## config.mk

```make
export PLATFORM = sky130hd
export DESIGN_NAME = mem_dma
export DESIGN_NICKNAME = d
export VERILOG_FILES = /design/src/rtl/mem_dma.sv
export SDC_FILE = /design/constraint.sdc
export NUM_CORES = 1
export LEC_CHECK = 0
export BUFFER_PORTS_ARGS = -buffer_cell sky130_fd_sc_hd__buf_2
export CORE_UTILIZATION = 40
export CTS_CLUSTER_SIZE = 30
export DETAILED_ROUTE_END_ITERATION = 7
export PLACE_DENSITY = 0.69
export SLEW_MARGIN = 0
export SYNTH_ARGS = -nofsm -noshare
export SYNTH_HDL_FRONTEND = slang
export SYNTH_SLANG_ARGS = --single-unit
```

## constraint.sdc

```tcl
create_clock -name clk -period 3.1 [get_ports clk]
set_clock_uncertainty 0.15 [all_clocks]
set_input_delay 0.31 -clock clk [delete_from_list [all_inputs] [get_ports clk]]
set_output_delay 0.31 -clock clk [all_outputs]
set_load 0.1 [all_outputs]
```

## src/rtl/mem_dma.sv

```systemverilog
// Single-channel memory-to-memory copy engine: read, latch, write, one byte every 3 cycles.
// Optional running byte checksum output enabled by defining MEM_DMA_CHECKSUM_EN.
module mem_dma #(
    parameter int unsigned ADDR_W = 12,
    parameter int unsigned DATA_W = 8
) (
    input  logic              clk,
    input  logic              reset,
    input  logic              start,
    input  logic [ADDR_W-1:0] src,
    input  logic [ADDR_W-1:0] dst,
    input  logic [ADDR_W-1:0] len,
    output logic              busy,
    output logic              done,
    output logic              mem_we,
    output logic              mem_re,
    output logic [ADDR_W-1:0] mem_addr,
    output logic [DATA_W-1:0] mem_in,
    input  logic [DATA_W-1:0] mem_out
`ifdef MEM_DMA_CHECKSUM_EN
    ,
    output logic [DATA_W-1:0] checksum
`endif
);

    typedef enum logic [2:0] {StIdle, StRead, StLatch, StWrite, StDone} state_e;

    state_e            state_q, state_d;
    logic [ADDR_W-1:0] src_q, src_d, dst_q, dst_d, len_q, len_d, idx_q, idx_d;
    logic [ADDR_W-1:0] addr_q, addr_d;
    logic [DATA_W-1:0] data_q, data_d;
    logic              busy_q, busy_d, done_q, done_d, we_q, we_d, re_q, re_d;
    logic [ADDR_W:0]   idx_inc;
`ifdef MEM_DMA_CHECKSUM_EN
    logic [DATA_W-1:0] sum_q, sum_d;
`endif

    // One extra bit so the last-byte compare never wraps.
    assign idx_inc = {1'b0, idx_q} + {{ADDR_W{1'b0}}, 1'b1};

    always_comb begin
        state_d = state_q;
        src_d   = src_q;
        dst_d   = dst_q;
        len_d   = len_q;
        idx_d   = idx_q;
        addr_d  = addr_q;
        data_d  = data_q;
        busy_d  = busy_q;
        done_d  = 1'b0;
        we_d    = 1'b0;
        re_d    = 1'b0;
`ifdef MEM_DMA_CHECKSUM_EN
        sum_d   = sum_q;
`endif
        unique case (state_q)
            StIdle: begin
                busy_d = 1'b0;
                if (start) begin
                    busy_d = 1'b1;
`ifdef MEM_DMA_CHECKSUM_EN
                    sum_d  = '0;
`endif
                    if (len != '0) begin
                        src_d   = src;
                        dst_d   = dst;
                        len_d   = len;
                        idx_d   = '0;
                        addr_d  = src;
                        re_d    = 1'b1;
                        state_d = StRead;
                    end else begin
                        done_d  = 1'b1;
                        state_d = StDone;
                    end
                end
            end
            StRead: begin
                state_d = StLatch;
            end
            StLatch: begin
                data_d  = mem_out;
                addr_d  = dst_q + idx_q;
                we_d    = 1'b1;
                state_d = StWrite;
            end
            StWrite: begin
                idx_d = idx_inc[ADDR_W-1:0];
`ifdef MEM_DMA_CHECKSUM_EN
                sum_d = sum_q + data_q;
`endif
                if (idx_inc < {1'b0, len_q}) begin
                    addr_d  = src_q + idx_inc[ADDR_W-1:0];
                    re_d    = 1'b1;
                    state_d = StRead;
                end else begin
                    done_d  = 1'b1;
                    state_d = StDone;
                end
            end
            StDone: begin
                busy_d  = 1'b0;
                state_d = StIdle;
            end
            default: begin
                busy_d  = 1'b0;
                state_d = StIdle;
            end
        endcase
    end

    always_ff @(posedge clk) begin
        if (reset) begin
            state_q <= StIdle;
            src_q   <= '0;
            dst_q   <= '0;
            len_q   <= '0;
            idx_q   <= '0;
            addr_q  <= '0;
            data_q  <= '0;
            busy_q  <= 1'b0;
            done_q  <= 1'b0;
            we_q    <= 1'b0;
            re_q    <= 1'b0;
`ifdef MEM_DMA_CHECKSUM_EN
            sum_q   <= '0;
`endif
        end else begin
            state_q <= state_d;
            src_q   <= src_d;
            dst_q   <= dst_d;
            len_q   <= len_d;
            idx_q   <= idx_d;
            addr_q  <= addr_d;
            data_q  <= data_d;
            busy_q  <= busy_d;
            done_q  <= done_d;
            we_q    <= we_d;
            re_q    <= re_d;
`ifdef MEM_DMA_CHECKSUM_EN
            sum_q   <= sum_d;
`endif
        end
    end

    assign busy     = busy_q;
    assign done     = done_q;
    assign mem_we   = we_q;
    assign mem_re   = re_q;
    assign mem_addr = addr_q;
    assign mem_in   = data_q;
`ifdef MEM_DMA_CHECKSUM_EN
    assign checksum = sum_q;
`endif

endmodule

```

After elaboration in Yosys (flattened, before gate mapping):

Cells that the tools add are included.
W data, S select, Z words.

* register bits: 75
* word-level logic and storage cells: 51
* input port bits: 47
* output and inout port bits: 24

* reduce and logical (&&, ||, !) cells: 8
* order comparisons: 1
* $add $sub $neg: 3
* muxes and demuxes: 22
* equality and inequality tests: 6

Operators with widths (number)
* $mux W12: 5
* $pmux W12 S3: 1
* $add A12 B12 Y12: 2
* $pmux W12 S2: 1
* $add A12 B1 Y13 const B: 1
* $lt A13 B12 Y1: 1
* $pmux W3 S4: 1
* $reduce_bool A12 Y1: 1
* $mux W3: 3
* $mux W1: 8
* $eq A3 B2 Y1 const B: 2
* $ne A2 B2 Y1 const B: 3
* $pmux W1 S2: 3
* $reduce_and A3 Y1: 2
* $reduce_and A4 Y1: 1
* $eq A3 B1 Y1 const B: 1
* $logic_not A3 Y1: 1
* $reduce_bool A3 Y1: 1
* $reduce_or A3 Y1: 1
* $reduce_bool A2 Y1: 1

Depth between registers and ports, before layout:

* word-level depth: 4
* gate-level depth with buffers: 13
* depth with buffers taken out: 11

Worst setup path after synthesis:

No wires, ideal clock.

* path type: register -> register
* start: reg idx_q[2]
* end: reg addr_q[11] (netlist: mem_addr[11])
* period minus slack after synthesis: 2785 ps
* required time: 2830 ps
* cell stages (with the launch flop): 13
* buffers on the path: 1
* data arrival time: 2515 ps
* setup slack: 315 ps
* setup time: 120 ps
* path through: dfxtp_1 and4_1 buf_2 and3_1 nand2_1 xnor2_1 ha_1 nand4_1 nor2_1 a211oi_2 o211a_1 o22ai_1 o31a_1

* word-level cells in the longest chain between the ends: 4
* elaborated cells on any way between the ends: 8
* those cells by class: add/sub: 3; order compare: 1; eq/ne: 1; mux: 2; reduce/logical: 1

Ends and longest elaborated chain
* from (decl): line 29 `logic [ADDR_W-1:0] src_q, src_d, dst_q, dst_d, len_q, len_d, idx_q, idx_d;`
* from (signal assigned): line 133 `idx_q <= idx_d;`
* $add A12 B1 Y13: line 39 `assign idx_inc = {1'b0, idx_q} + {{ADDR_W{1'b0}}, 1'b1};`
* $add A12 B12 Y12 / $lt A13 B12 Y1 (equally long branches): line 93, 92
* $mux W12 / $ne A2 B2 Y1 (equally long branches)
* $pmux W12 S3 / $reduce_and A4 Y1 (equally long branches)
* to (signal assigned): line 134 `addr_q <= addr_d;`
* to (decl): line 30 `logic [ADDR_W-1:0] addr_q, addr_d;`

Several ways; a longest one is shown, not always the timed one. The select of a mux whose other input is x is not followed.
A chain may end at the register's enable or synchronous reset.

Worst setup path after layout:

* start: reg idx_q[1]
* end: reg addr_q[0] (netlist: mem_addr[0])

* word-level cells in the longest chain between the ends: 4

Ends and longest elaborated chain
* $add A12 B1 Y13: line 39
* $lt A13 B12 Y1: line 92 `if (idx_inc < {1'b0, len_q}) begin`
* $ne A2 B2 Y1 (no source line)
* $reduce_and A4 Y1 (no source line)

Every way passes these cells.

==> results.sh <==
export IMPL_cts_made_buffers=9
export IMPL_internal_power_w=0.00168
export IMPL_vias_per_cell=5.52
export IMPL_drive_gt1_share_pct=19.3
export IMPL_cp_data_required_time_ps=3240
export IMPL_routabilityCongestion=0.970
export IMPL_pwr_share_seq_pct=39.3
export IMPL_critPathKind="flip-flop to flip-flop"
export IMPL_grt_pass1_wl_mm=19.8
export IMPL_swShare_pct=42.0
export IMPL_cts_root_buf="clkbuf_8"
export IMPL_worstPathArrival_ps=3110
export IMPL_fp_row_count=38
export IMPL_synth_avg_cell_area_um2=7.82
export IMPL_setup_viol=0
export IMPL_drt_initial_drc_count=316
export IMPL_yosysTopAreaCell="dfxtp_1"
export IMPL_drc=0
export IMPL_synth_top_area_share_pct=33.8
export IMPL_p_switching_w=0.00122
export IMPL_placement_io_buffers=70
export IMPL_p_total_w=0.00290
export IMPL_die_w_um=107
export IMPL_worst_r2r_endpoint="mem_addr[0]"
export IMPL_power_density_mw_per_mm2=552
export IMPL_synth_cell_types=58
export IMPL_synth_edf_count=0
export IMPL_grt_max_degree=42
export IMPL_synth_flop_cell="dfxtp_1"
export IMPL_relSlewSlack_pct=55.3
export IMPL_placed_cell_area_mm2=0.00504
export IMPL_hp_class="input pin to flip-flop"
export IMPL_pwr_share_comb_pct=38.0
export IMPL_synth_fp_nets=653
export IMPL_antenna_left=0
export IMPL_drtPass1Iterations=4
export IMPL_overflow=0
export IMPL_cp_start_kind="flip-flop"
export IMPL_cp_end_kind="flip-flop"
export IMPL_worst_pin_slew_ps=669
export IMPL_grt_use_total_pct=22.0
export IMPL_clock_latency_ps=370
export IMPL_syn_inst=568
export IMPL_ioPinCount=71
export IMPL_rr_worst_depth=11
export IMPL_first_global_vias=4039
export IMPL_async_flop_share_pct=0
export IMPL_synth_warnings=0
export IMPL_path_clk_slew_ps=80
export IMPL_antenna_found_initial=0
export IMPL_start_util_pct=41.0
export IMPL_fillers=1033
export IMPL_cts_tree="yes"
export IMPL_p_leak_nw=2.30
export IMPL_core_area_mm2=0.0108
export IMPL_synth_seq_area_share_pct=33.8
export IMPL_r2r_start="idx_q[1]"
export IMPL_ys_ff_latch=75
export IMPL_slew_violations=0
export IMPL_area_delta_synth_final_pct=18.3
export IMPL_startpoint="idx_q[1]"
export IMPL_fmax_mhz=336
export IMPL_netlist_area_mm2=0.00444
export IMPL_dieArea_mm2=0.0115
export IMPL_cp_endpoint="mem_addr[0]"
export IMPL_wl_mm=12.3
export IMPL_die_height_um=107
export IMPL_final_util_pct=48.5
export IMPL_clockBufferDepth=2
export IMPL_synthTopCellsByArea="dfxtp_1, ha_1, nand2_1"
export IMPL_period_minus_slack_ps=2970
export IMPL_clkSinkCount=75
export IMPL_vias=4350
export IMPL_htree_levels=3
export IMPL_vdd_ir_drop_max_mv=0.256
export IMPL_final_nets=729
export IMPL_hold_violations=0
export IMPL_max_cap_viol_count=0
export IMPL_critPathMaxFanout=22
export IMPL_final_area_mm2=0.00525
export IMPL_period_share_pct=95.9
export IMPL_setup_tns_ps=0
export IMPL_wl_per_cell_um=15.6
export IMPL_reg2reg_slack_ps=130
export IMPL_antenna_diode_count=0
export IMPL_dp_hpwl_mm=9.29
export IMPL_clockPowerShare_pct=22.6
export IMPL_status="finished clean"
export IMPL_synthTopCellsByCount="nand2_1, a21oi_1, dfxtp_1"
export IMPL_yosysMostFrequentCell="nand2_1"
-- state kept, by name (all words and copies together), names as in the netlist --
register / flops
mem_we: 1
len_q: 12
mem_in: 8
idx_q: 12
src_q: 12
mem_re: 1
state_q: 3
busy: 1
done: 1
dst_q: 12
mem_addr: 12
-- how the worst min path moves through the flow --
stage               slack [ps]  cells after the start          end         from
global placement           290                      2  mem_addr[6]  mem_addr[6]
global route                40                      3     dst_q[8]       dst[8]
floorplan                  280                      2     len_q[0]     len_q[0]
detailed placement         300                      2    mem_in[0]    mem_in[0]
finish                      20                      2  mem_addr[6]        reset
CTS                         10                      2  mem_addr[6]        reset
-- critical path, cell delays in order, from the launching register on --
cell	delay, ps
dfxtp_1	380
and2_1	260
nand4_1	140
xnor2_1	430
ha_1	330
nand4_1	110
nor2_1	70
a211oi_2	330
o211ai_2	160
buf_12	180
a211o_1	230
a21oi_1	120
-- logic make-up (layout without fill, tap and decap cells) --
logic type      after synthesis  after routing  share of synthesized area (%)
simple gates                219            219                           22.2
compound gates              151            151                           21.0
buf+inv                      51            131                           5.04
fa+ha+maj                    38             38                           11.0
mux                           4              4                          0.902
flops                        75             75                           33.8
xor+xnor                     30             30                           5.92
-- per-layer routing --
layer  wire, µm  up-vias  global-route usage, %
met3        671       27                   3.39
met1       5410     2055                   28.3
met5          0        -                      0
li1           -     2136                      -
met4        314        0                   8.71
met2       5900      132                   36.8
-- power by group through the flow --
stage          clock, W  sequential (W)  combinational, W
4_1_cts        0.000665         0.00114           0.00108
6_report       0.000657         0.00114           0.00110
3_5_place_dp          0         0.00116           0.00108
2_1_floorplan         0         0.00150          0.000492
3_3_place_gp          0         0.00116           0.00107
5_1_grt        0.000697         0.00116           0.00118
-- cell usage in the layout (no fill, tap or decap), types with 3 or more instances in the layout --
master,Yosys,layout
nand4_1,5,5
buf_4,3,25
dfxtp_1,75,72
and2_1,3,3
nand3b_1,3,3
mux2i_1,4,4
clkinv_2,0,3
a21o_1,9,9
inv_1,19,19
nand3_1,19,19
nor2b_1,3,3
xnor2_1,20,18
o21ai_0,16,16
clkbuf_8,0,10
a31oi_1,3,3
nand2_1,118,118
nand2b_1,3,3
a221oi_2,3,3
ha_1,36,36
o22ai_1,3,3
nor2_1,28,28
buf_2,11,70
and3_1,6,6
or3_1,4,4
a211oi_1,6,6
xor2_1,10,9
nor3_1,15,15
nor4_1,3,3
a21oi_1,84,84
-- final cells by class --
| type | count | area (µm²) | share of cell area [%] |
|---|---|---|---|
| Tap cell | 140 | 175 | 3.33 |
| Multi-Input combinational cell | 442 | 2760 | 52.5 |
| Clock buffer | 12 | 145 | 2.76 |
| Inverter | 19 | 71.3 | 1.36 |
| Clock inverter | 3 | 15.0 | 0.286 |
| Sequential cell | 75 | 1510 | 28.7 |
| Timing Repair Buffer | 97 | 578 | 11.0 |
-- metrics by stage --
stage	hold WS, ps	setup slack (ps)	instances
after floorplan	282	315	568
after detailed placement	295	140	772
after global routing	35.5	-12.5	788
after CTS	14.6	105	787
after global placement	289	202	772
final	23.2	127	788
-- timing repair --
| item | 4_1_cts | 5_1_grt |
|---|---|---|
| hold buffers | 0 | 0 |
| setup endpoints to repair | 0 | 10 |
| resized for setup | 0 | 11 |
| setup buffers | 0 | 1 |
(Power assumes the default switching activity.)
